## src/rtl/ram_ctrl_pkg.sv

```systemverilog
`default_nettype none
// ============================================================================
// Package   : ram_ctrl_pkg
// Purpose   : Shared definitions for the two-requester RAM arbiter slice.
//             Holds the default address/data widths, the sequencer state
//             encoding and the two-way round-robin pick function.
// Revision  : 1.0 - initial release
// ============================================================================
package ram_ctrl_pkg;

  localparam int c_aw = 10;  // default address width (1024 words)
  localparam int c_dw = 8;   // default data width

  // Sequencer states. The fourth code is never entered; it decodes back to
  // IDLE so a corrupted state register cannot lock the sequencer up.
  typedef enum logic [1:0] {
    IDLE  = 2'd0,
    ISSUE = 2'd1,
    WAIT  = 2'd2,
    BAD   = 2'd3
  } state_t;

  // One-hot winner for two requesters. On a tie the requester that did not
  // win last time gets the grant (last = index of the previous winner).
  function automatic logic [1:0] rr_pick(input logic [1:0] req, input logic last);
    logic [1:0] grant;
    grant = 2'b00;
    case (req)
      2'b01:   grant = 2'b01;
      2'b10:   grant = 2'b10;
      2'b11:   grant = last ? 2'b01 : 2'b10;
      default: grant = 2'b00;
    endcase
    return grant;
  endfunction

endpackage
`default_nettype wire

```

## src/rtl/ram_arbiter_2p_if.sv

```systemverilog
`default_nettype none
// ============================================================================
// Interface : ram_arbiter_2p_if
// Purpose   : Bundles the two requester handshakes and the RAM macro port.
//   slave  - seen by the arbiter: takes req*/we*/addr*/wdata*/ram_dout,
//            drives gnt*/ack*/rdata* and the ram_* strobes/address/data.
//   master - seen by the surroundings (both requesters and the RAM macro),
//            the mirror image of slave.
// Revision  : 1.0 - initial release
// ============================================================================
interface ram_arbiter_2p_if
  import ram_ctrl_pkg::*;
#(
  parameter int AW = c_aw,
  parameter int DW = c_dw
);

  // requester 0
  logic          req0;
  logic          we0;
  logic [AW-1:0] addr0;
  logic [DW-1:0] wdata0;
  logic          gnt0;
  logic          ack0;
  logic [DW-1:0] rdata0;

  // requester 1
  logic          req1;
  logic          we1;
  logic [AW-1:0] addr1;
  logic [DW-1:0] wdata1;
  logic          gnt1;
  logic          ack1;
  logic [DW-1:0] rdata1;

  // RAM macro port
  logic          ram_cs;
  logic          ram_rd;
  logic          ram_wr;
  logic [AW-1:0] ram_addr;
  logic [DW-1:0] ram_din;
  logic [DW-1:0] ram_dout;

  modport slave (
    input  req0, we0, addr0, wdata0,
    input  req1, we1, addr1, wdata1,
    input  ram_dout,
    output gnt0, ack0, rdata0,
    output gnt1, ack1, rdata1,
    output ram_cs, ram_rd, ram_wr, ram_addr, ram_din
  );

  modport master (
    output req0, we0, addr0, wdata0,
    output req1, we1, addr1, wdata1,
    output ram_dout,
    input  gnt0, ack0, rdata0,
    input  gnt1, ack1, rdata1,
    input  ram_cs, ram_rd, ram_wr, ram_addr, ram_din
  );

endinterface
`default_nettype wire

```

## src/rtl/ram_arbiter_2p_rr_arb2.sv

```systemverilog
`default_nettype none
// ============================================================================
// Module    : rr_arb2
// Purpose   : Two-way round-robin arbiter with a registered last-winner
//             pointer. The grant is combinational from req and the pointer;
//             the pointer moves to the winner whenever advance is high and
//             some request is present.
// Ports     : clk, rst_n    - clock, asynchronous active-low reset
//             req[1:0]      - request vector
//             advance       - commit the current winner into the pointer
//             grant[1:0]    - one-hot winner (zero when no request)
//             last          - index of the most recent winner (1 at reset,
//                             so requester 0 wins the first tie)
// Revision  : 1.0 - initial release
// ============================================================================
module rr_arb2
  import ram_ctrl_pkg::*;
(
  input  logic       clk,
  input  logic       rst_n,
  input  logic [1:0] req,
  input  logic       advance,
  output logic [1:0] grant,
  output logic       last
);

  logic r_last;

  assign grant = rr_pick(req, r_last);
  assign last  = r_last;

  always_ff @(posedge clk or negedge rst_n) begin
    if (!rst_n) begin
      r_last <= 1'b1;
    end else if (advance && (|req)) begin
      r_last <= grant[1];
    end
  end

endmodule
`default_nettype wire

```

## src/rtl/ram_arbiter_2p.sv

```systemverilog
`default_nettype none
// ============================================================================
// Module    : ram_arbiter_2p
// Purpose   : Arbiter/sequencer sharing one single-port synchronous RAM
//             between two requesters. Requests are granted round-robin and
//             run one at a time through IDLE -> ISSUE -> WAIT -> IDLE:
//               accept edge : owner/op/address/data latched, gnt raised
//               ISSUE       : ram_cs plus ram_rd or ram_wr for one cycle
//               WAIT        : RAM's registered read data becomes valid
//               next IDLE   : ack to the owner, read data on rdata
// Ports     : clk    - system clock, rising edge
//             rst_n  - asynchronous active-low reset
//             bus    - ram_arbiter_2p_if.slave: requester 0/1 handshakes
//                      (req/we/addr/wdata in, gnt/ack/rdata out) and the
//                      RAM port (cs/rd/wr/addr/din out, dout in)
// Revision  : 1.0 - initial release
// ============================================================================
module ram_arbiter_2p
  import ram_ctrl_pkg::*;
#(
  parameter int AW = c_aw,
  parameter int DW = c_dw
)(
  input  logic                clk,
  input  logic                rst_n,
  ram_arbiter_2p_if.slave     bus
);

  state_t        r_state;
  logic          r_owner;      // index of the requester being served
  logic          r_we;         // latched operation of the access in flight
  logic [1:0]    r_gnt;
  logic [1:0]    r_ack;
  logic [DW-1:0] r_rdata0;
  logic [DW-1:0] r_rdata1;
  logic          r_ram_cs;
  logic          r_ram_rd;
  logic          r_ram_wr;
  logic [AW-1:0] r_ram_addr;   // also serves as the latched request address
  logic [DW-1:0] r_ram_din;

  logic [1:0]    w_req;
  logic [1:0]    w_grant;
  logic          w_last;
  logic          w_advance;
  logic          w_owner;
  logic          w_sel_we;
  logic [AW-1:0] w_sel_addr;
  logic [DW-1:0] w_sel_wdata;

  assign w_req     = {bus.req1, bus.req0};
  assign w_advance = (r_state == IDLE);

  rr_arb2 u_arb (
    .clk     (clk),
    .rst_n   (rst_n),
    .req     (w_req),
    .advance (w_advance),
    .grant   (w_grant),
    .last    (w_last)
  );

  // Winner index for the field muxes: a lone requester wins outright, on a
  // tie the one that did not win last time. Agrees with w_grant by design.
  assign w_owner     = (&w_req) ? ~w_last : w_req[1];
  assign w_sel_we    = w_owner ? bus.we1    : bus.we0;
  assign w_sel_addr  = w_owner ? bus.addr1  : bus.addr0;
  assign w_sel_wdata = w_owner ? bus.wdata1 : bus.wdata0;

  always_ff @(posedge clk or negedge rst_n) begin
    if (!rst_n) begin
      r_state    <= IDLE;
      r_owner    <= 1'b0;
      r_we       <= 1'b0;
      r_gnt      <= 2'b00;
      r_ack      <= 2'b00;
      r_rdata0   <= '0;
      r_rdata1   <= '0;
      r_ram_cs   <= 1'b0;
      r_ram_rd   <= 1'b0;
      r_ram_wr   <= 1'b0;
      r_ram_addr <= '0;
      r_ram_din  <= '0;
    end else begin
      // Pulse outputs default low; only the accepting/completing edge sets them.
      r_gnt    <= 2'b00;
      r_ack    <= 2'b00;
      r_ram_cs <= 1'b0;
      r_ram_rd <= 1'b0;
      r_ram_wr <= 1'b0;
      case (r_state)
        IDLE: begin
          if (|w_req) begin
            // Everything the access needs is captured here, so requester
            // inputs are free to change from the grant cycle onwards.
            r_state    <= ISSUE;
            r_owner    <= w_owner;
            r_we       <= w_sel_we;
            r_gnt      <= w_grant;
            r_ram_cs   <= 1'b1;
            r_ram_wr   <= w_sel_we;
            r_ram_rd   <= ~w_sel_we;
            r_ram_addr <= w_sel_addr;
            if (w_sel_we) begin
              r_ram_din <= w_sel_wdata;
            end
          end
        end
        ISSUE: begin
          r_state <= WAIT;
        end
        WAIT: begin
          // RAM read data is valid during WAIT; a write leaves rdata alone.
          r_state        <= IDLE;
          r_ack[r_owner] <= 1'b1;
          if (!r_we) begin
            if (r_owner) begin
              r_rdata1 <= bus.ram_dout;
            end else begin
              r_rdata0 <= bus.ram_dout;
            end
          end
        end
        default: begin
          r_state <= IDLE;
        end
      endcase
    end
  end

  assign bus.gnt0     = r_gnt[0];
  assign bus.gnt1     = r_gnt[1];
  assign bus.ack0     = r_ack[0];
  assign bus.ack1     = r_ack[1];
  assign bus.rdata0   = r_rdata0;
  assign bus.rdata1   = r_rdata1;
  assign bus.ram_cs   = r_ram_cs;
  assign bus.ram_rd   = r_ram_rd;
  assign bus.ram_wr   = r_ram_wr;
  assign bus.ram_addr = r_ram_addr;
  assign bus.ram_din  = r_ram_din;

endmodule
`default_nettype wire

```

## src/flat_wrapper.sv

```systemverilog
// flat-port wrapper written by rule: the top's interface ports become plain ports
module ram_arbiter_2p_flat import ram_ctrl_pkg::*;
#(
  parameter int AW = c_aw,
  parameter int DW = c_dw
)
  (clk, rst_n, bus_req0, bus_we0, bus_addr0, bus_wdata0, bus_req1, bus_we1, bus_addr1, bus_wdata1, bus_ram_dout, bus_gnt0, bus_ack0, bus_rdata0, bus_gnt1, bus_ack1, bus_rdata1, bus_ram_cs, bus_ram_rd, bus_ram_wr, bus_ram_addr, bus_ram_din);
  ram_arbiter_2p_if #(.AW(AW), .DW(DW)) bus_i ();
  input  logic clk;
  input  logic rst_n;
  input wire logic [$bits(bus_i.req0)-1:0] bus_req0;
  input wire logic [$bits(bus_i.we0)-1:0] bus_we0;
  input wire logic [$bits(bus_i.addr0)-1:0] bus_addr0;
  input wire logic [$bits(bus_i.wdata0)-1:0] bus_wdata0;
  input wire logic [$bits(bus_i.req1)-1:0] bus_req1;
  input wire logic [$bits(bus_i.we1)-1:0] bus_we1;
  input wire logic [$bits(bus_i.addr1)-1:0] bus_addr1;
  input wire logic [$bits(bus_i.wdata1)-1:0] bus_wdata1;
  input wire logic [$bits(bus_i.ram_dout)-1:0] bus_ram_dout;
  output wire logic [$bits(bus_i.gnt0)-1:0] bus_gnt0;
  output wire logic [$bits(bus_i.ack0)-1:0] bus_ack0;
  output wire logic [$bits(bus_i.rdata0)-1:0] bus_rdata0;
  output wire logic [$bits(bus_i.gnt1)-1:0] bus_gnt1;
  output wire logic [$bits(bus_i.ack1)-1:0] bus_ack1;
  output wire logic [$bits(bus_i.rdata1)-1:0] bus_rdata1;
  output wire logic [$bits(bus_i.ram_cs)-1:0] bus_ram_cs;
  output wire logic [$bits(bus_i.ram_rd)-1:0] bus_ram_rd;
  output wire logic [$bits(bus_i.ram_wr)-1:0] bus_ram_wr;
  output wire logic [$bits(bus_i.ram_addr)-1:0] bus_ram_addr;
  output wire logic [$bits(bus_i.ram_din)-1:0] bus_ram_din;
  assign bus_i.req0 = bus_req0;
  assign bus_i.we0 = bus_we0;
  assign bus_i.addr0 = bus_addr0;
  assign bus_i.wdata0 = bus_wdata0;
  assign bus_i.req1 = bus_req1;
  assign bus_i.we1 = bus_we1;
  assign bus_i.addr1 = bus_addr1;
  assign bus_i.wdata1 = bus_wdata1;
  assign bus_i.ram_dout = bus_ram_dout;
  assign bus_gnt0 = bus_i.gnt0;
  assign bus_ack0 = bus_i.ack0;
  assign bus_rdata0 = bus_i.rdata0;
  assign bus_gnt1 = bus_i.gnt1;
  assign bus_ack1 = bus_i.ack1;
  assign bus_rdata1 = bus_i.rdata1;
  assign bus_ram_cs = bus_i.ram_cs;
  assign bus_ram_rd = bus_i.ram_rd;
  assign bus_ram_wr = bus_i.ram_wr;
  assign bus_ram_addr = bus_i.ram_addr;
  assign bus_ram_din = bus_i.ram_din;
  ram_arbiter_2p #(.AW(AW), .DW(DW)) u_core (.clk(clk), .rst_n(rst_n), .bus(bus_i));
endmodule
```

## config.mk

```make
export PLATFORM = sky130hd
export DESIGN_NAME = ram_arbiter_2p_flat
export DESIGN_NICKNAME = d
export VERILOG_FILES = /design/src/rtl/ram_ctrl_pkg.sv /design/src/rtl/ram_arbiter_2p_if.sv /design/src/rtl/ram_arbiter_2p_rr_arb2.sv /design/src/rtl/ram_arbiter_2p.sv /design/src/flat_wrapper.sv
export SDC_FILE = /design/constraint.sdc
export NUM_CORES = 1
export LEC_CHECK = 0
export CORE_UTILIZATION = 30
export DETAILED_ROUTE_END_ITERATION = 8
export GPL_TIMING_DRIVEN = 1
export PLACE_DENSITY = 0.61
export SETUP_SLACK_MARGIN = 0.02
export SLEW_MARGIN = 25
export SYNTH_ARGS = -nofsm -noshare
export SYNTH_HDL_FRONTEND = slang
export SYNTH_SLANG_ARGS = --single-unit
export TNS_END_PERCENT = 50
```

## constraint.sdc

```tcl
create_clock -name clk -period 1.95 [get_ports clk]
set_input_delay 0.2925 -clock clk [delete_from_list [all_inputs] [get_ports clk]]
set_output_delay 0.2925 -clock clk [all_outputs]
set_load 0.1 [all_outputs]
```

* After elaboration in Yosys (flattened, before gate mapping)
Index checks and enable logic that the tools add are counted.
** Word-level totals
- Input port bits :: 50
- Register bits after elaboration :: 46
- Logic and storage cells :: 53
** Operators by class
- Bitwise operators :: 4
- $lt $le $gt $ge :: 2
- Reduce and logical (&&, ||, !) cells :: 9
- Equality and inequality tests :: 6
- Muxes and demuxes :: 19
** Operator list (count)
- $mux 10 :: 1
- $mux 2 :: 5
- $mux 1 :: 9
- $reduce_and 3->1 :: 3
- $mux 8 :: 1
- $eq 2x2->1 const B :: 3
- $pmux 2 s3 :: 1
- $eq 2x1->1 const B :: 2
- $not 1->1 :: 4
- $pmux 2 s2 :: 1
- $reduce_and 2->1 :: 2
- $logic_and 1x1->1 :: 2
- $logic_not 2->1 :: 1
- $lt 1x2->1 const B :: 1
- $ne 2x1->1 const B :: 1
- $reduce_or 2->1 :: 1
- $demux 1 s1 :: 1
- $ge 1x1->1 const B :: 1

* Depth between registers and ports, before layout
- Depth in word-level cells :: 6
- Mapped depth :: 6

* By module
A second synthesis with hierarchy kept.
** Unflattened totals
- Cell total of the unflattened synthesis :: 151
- Area, all modules :: 2053.2 µm²
** Modules (own cells, without submodules)
- ram_arbiter_2p :: area an instance 1996.9 µm², times used 1, seq. area each 1126.1 µm², cells each 145
- rr_arb2 :: area an instance 56.3 µm², times used 1, seq. area each 26.3 µm², cells each 6

* Least setup slack after synthesis
OpenSTA, ideal clock, no wires.
- Path type :: flip-flop to flip-flop
- From :: register u_core.r_state[0]
- To :: register u_core.r_rdata1[0] (netlist: u_core.bus.rdata1[0])
- Data required time :: 1824 ps
- Data arrival time :: 1257 ps
- Period minus slack after synthesis :: 1384 ps
- Cell stages (with the launch flop) :: 6
- Slack :: 566 ps
- Buffers on the path :: 2
- Path through :: dfrtp_1 > buf_6 > and3b_1 > and2_4 > buf_6 > mux2_4
** On the way
- Word-level cells in the longest chain between the ends :: 2
** Ends and longest elaborated chain
- start: declaration :: RTL line ram_arbiter_2p.sv:29 : state_t r_state;
- start signal: assignment :: RTL line ram_arbiter_2p.sv:72 : r_state <= IDLE;
- start signal: assignment :: RTL line ram_arbiter_2p.sv:96 : r_state <= ISSUE;
- start signal: assignment :: RTL line ram_arbiter_2p.sv:110 : r_state <= WAIT;
- $eq 2x2->1 :: RTL line ram_arbiter_2p.sv:91 : case (r_state)
- $reduce_and 3->1 (no line)
- end signal: assignment :: RTL line ram_arbiter_2p.sv:118 : r_rdata1 <= bus.ram_dout;
- end: declaration :: RTL line ram_arbiter_2p.sv:35 : logic [DW-1:0] r_rdata1;
Every way passes these cells.
A chain may end at the register's enable or synchronous reset.

* Final worst setup path
- From :: input port bus_req0
- To :: register u_core.r_ram_din[6] (netlist: u_core.bus.ram_din[6])
** On the way
- Word-level cells in the longest chain between the ends :: 4
- Elaborated cells between the ends (all ways) :: 6
- Classes of those cells :: mux (3); reduce/logical (3)
** Ends and longest elaborated chain
- start: declaration :: RTL line flat_wrapper.sv:11 : input wire logic [$bits(bus_i.req0)-1:0] bus_req0;
- $reduce_and 2->1 :: RTL line ram_arbiter_2p.sv:65 : assign w_owner = (&w_req) ? ~w_last : w_req[1];
- $mux 1 :: RTL line ram_arbiter_2p.sv:65
- $mux 1 :: RTL line ram_arbiter_2p.sv:66 : assign w_sel_we = w_owner ? bus.we1 : bus.we0;
- $reduce_and 3->1 (no line)
- end signal: assignment :: RTL line ram_arbiter_2p.sv:105 : r_ram_din <= w_sel_wdata;
- end: declaration :: RTL line ram_arbiter_2p.sv:40 : logic [DW-1:0] r_ram_din;
Parallel ways exist; a longest one is shown, timed or not.

==> results.json <==
{
  "critical_path_buf_inv_count": 1,
  "fin_cells": 326,
  "gr-total-overflow": 0,
  "post_cts_buffers": 0,
  "postSynthAreaPerCell_um2": 13.4,
  "max_freq_ghz": 0.639,
  "synthArstFlopShare_pct": 100,
  "n_antenna_cell": 0,
  "place_inst": 318,
  "path_class": "input pin to flop",
  "synth_area_leaders": "dfrtp_1 (55%), mux2_4 (12%), a221o_1 (4.9%)",
  "hpwlAfterDp_mm": 3.44,
  "rsz0062_at_grt": "false",
  "drv_cap": 0,
  "synth_top_area_share_pct": 54.7,
  "num_rows": 29,
  "core_area_um2": 6490,
  "drive_above_1_share_pct": 32.9,
  "drtPass1Iterations": 9,
  "worstPathRequired_ps": 2120,
  "die_w_um": 84.8,
  "tns_ps": 0,
  "crit_family": "simple AND/OR/NAND/NOR gates",
  "gp_congestion": 0.706,
  "synth_cells": 154,
  "synth_cell_types": 31,
  "port-buffer-count": 90,
  "die_h_um": 84.8,
  "hold_viol_final": 0,
  "cp_slowest_stage_delay_ps": 550,
  "hold_path.class": "input pin to async pin",
  "drc": 7,
  "vias": 1620,
  "num_io_pins": 91,
  "clkSlewWorstSetupHoldPaths_ps": 90,
  "drtIter0Drc": 77,
  "cp-start-kind": "input pin",
  "crit_fanout": 9,
  "setup-violations-final": 0,
  "wirelength_mm": 4.81,
  "grt_pass1_wl_mm": 7.94,
  "yosys-top-cells-count": "dfrtp_1 (45), mux2_4 (16), a221o_1 (10), and3_1 (10)",
  "root_buffer": "clkbuf_8",
  "cts_buffer_depth": 2,
  "setup_ws_ps": 386,
  "start_util_pct": 31.7,
  "nNetsFinal": 298,
  "drv_slew": 0,
  "syn-num-nets": 204,
  "cts_sinks": 46,
  "clk_latency_ps": 300,
  "grt.total_usage_pct": 14.2,
  "synth_most_common_cell": "dfrtp_1",
  "numCtsBuffers": 5,
  "synth_edf_count": 0,
  "grt_max_degree": 47,
  "worst_pin_slew_ps": 586,
  "rr_worst_depth": 3,
  "crit_arrival_ps": 1730,
  "crit_chain": "clkdlybuf4s50_1 -> or3b_1 -> nor4_1 -> a211oi_1",
  "worstSetupEndpointType": "flop",
  "yosysTopAreaCell": "dfrtp_1",
  "synth_ff_type": "dfrtp_1",
  "htree_levels": 2,
  "period_minus_slack_ps": 1560,
  "ant_nets": 0,
  "grt_antenna_before_repair": 0,
  "syn_to_final_growth_pct": 47.1,
  "grt_pass1_vias": 1575,
  "violations": "DRC",
  "max_slew_margin_pct": 61.0,
  "cts_resized": 0,
  "crit_path_top_delay_cell": "clkdlybuf4s50_1",
  "path_depth": 4,
  "die_area_um2": 7200,
  "vias_per_cell": 4.97,
  "fill_cells": 601,
  "ys_ff_latch": 46,
  "outcome": "finished with violations",
  "post-place-ws_ps": 123,
  "ys_warn_count": 0,
  "synth.cell_area_um2": 2060,
  "ctsHoldBuffers": 0,
  "ys_seq_area_share_pct": 56.0,
  "wl_per_cell_um": 14.7,
  "cts_tree": "done",
  "skew_ps": 11.2,
  "fin_crit_sh_pct": 80.2
}
## through the flow
stage,area (um^2),util [%],hold slack [ps]
3_5_place_dp,2920,45.0,422
4_1_cts,3030,46.6,85.8
5_1_grt,3030,46.6,108
2_1_floorplan,2060,-,-3.09
6_report,3030,46.6,72.1
3_3_place_gp,2920,45.0,421
## worst paths after layout
path                                   start  slack [ps]                      to
min reg2reg                   u_core.r_owner         470         u_core.r_ack[0]
min in group clk              u_core.r_owner         470         u_core.r_ack[0]
max reg2reg                u_core.r_state[0]         400   u_core.bus.ram_din[6]
max in group asynchronous              rst_n        1480  u_core.bus.ram_addr[2]
min                                    rst_n          70    u_core.bus.rdata1[6]
max                                 bus_req0         390   u_core.bus.ram_din[6]
## per-layer routing
| layer | up-vias | wire length (um) | share of wire (%) | track usage [%] |
|---|---|---|---|---|
| li1 | 759 | - | - | - |
| met2 | 88 | 2300 | 48 | 22.5 |
| met1 | 771 | 2140 | 44 | 18.7 |
| met4 | 0 | 26 | 0.54 | 5.24 |
| met3 | 2 | 346 | 7.2 | 3.70 |
| met5 | - | 0 | 0 | 0 |
## area by class of cell
class,count,area (um^2),area share [%]
clock buffers,7,96.3,3.18
clock inverters,1,8.76,0.289
inverters,4,15.0,0.496
multi-input cells,92,798,26.4
flip-flops and latches,46,1150,38.1
well taps,77,96.3,3.18
repair buffers,99,861,28.4
## registers in the layout, summed over array words and instances (netlist names)
register / flops
u_core.r_owner: 1
u_core.bus.rdata1: 8
u_core.r_ack: 2
u_core.r_state: 2
u_core.r_gnt: 2
u_core.bus.ram_rd: 1
u_core.u_arb.last: 1
u_core.bus.ram_cs: 1
u_core.bus.ram_wr: 1
u_core.bus.ram_din: 8
u_core.r_we: 1
u_core.bus.ram_addr: 10
u_core.bus.rdata0: 8
## cells by family (layout without fill, tap and decap cells)
kind of cell / after synthesis / after routing / share of synthesized area [%]
AND/OR/NAND/NOR: 43 / 43 / 14.4
multiplexers: 18 / 18 / 12.6
buffers and inverters: 16 / 111 / 5.23
AO/OA/AOI/OAI: 31 / 31 / 11.7
flip-flops: 46 / 46 / 56.0
## cell usage in the layout, fill, tap and decap left out, types with 2 or more instances in the layout
cell type and n:
and3_1 10, a221o_1 10, nor2_1 3, a21oi_1 8, or3b_1 2, nor3b_2 2, clkbuf_8 7, nor3_1 8
inv_1 4, a211oi_1 8, mux2_4 16, nor2b_1 2, dfrtp_1 45, nor4_1 8, buf_4 50, clkdlybuf4s50_1 48
mux2i_1 2, and2_1 2, a21o_1 2
Power is left out: the tool's default activity adds up to more than one toggle a clock period on the data nets, which glitch-free logic cannot reach.
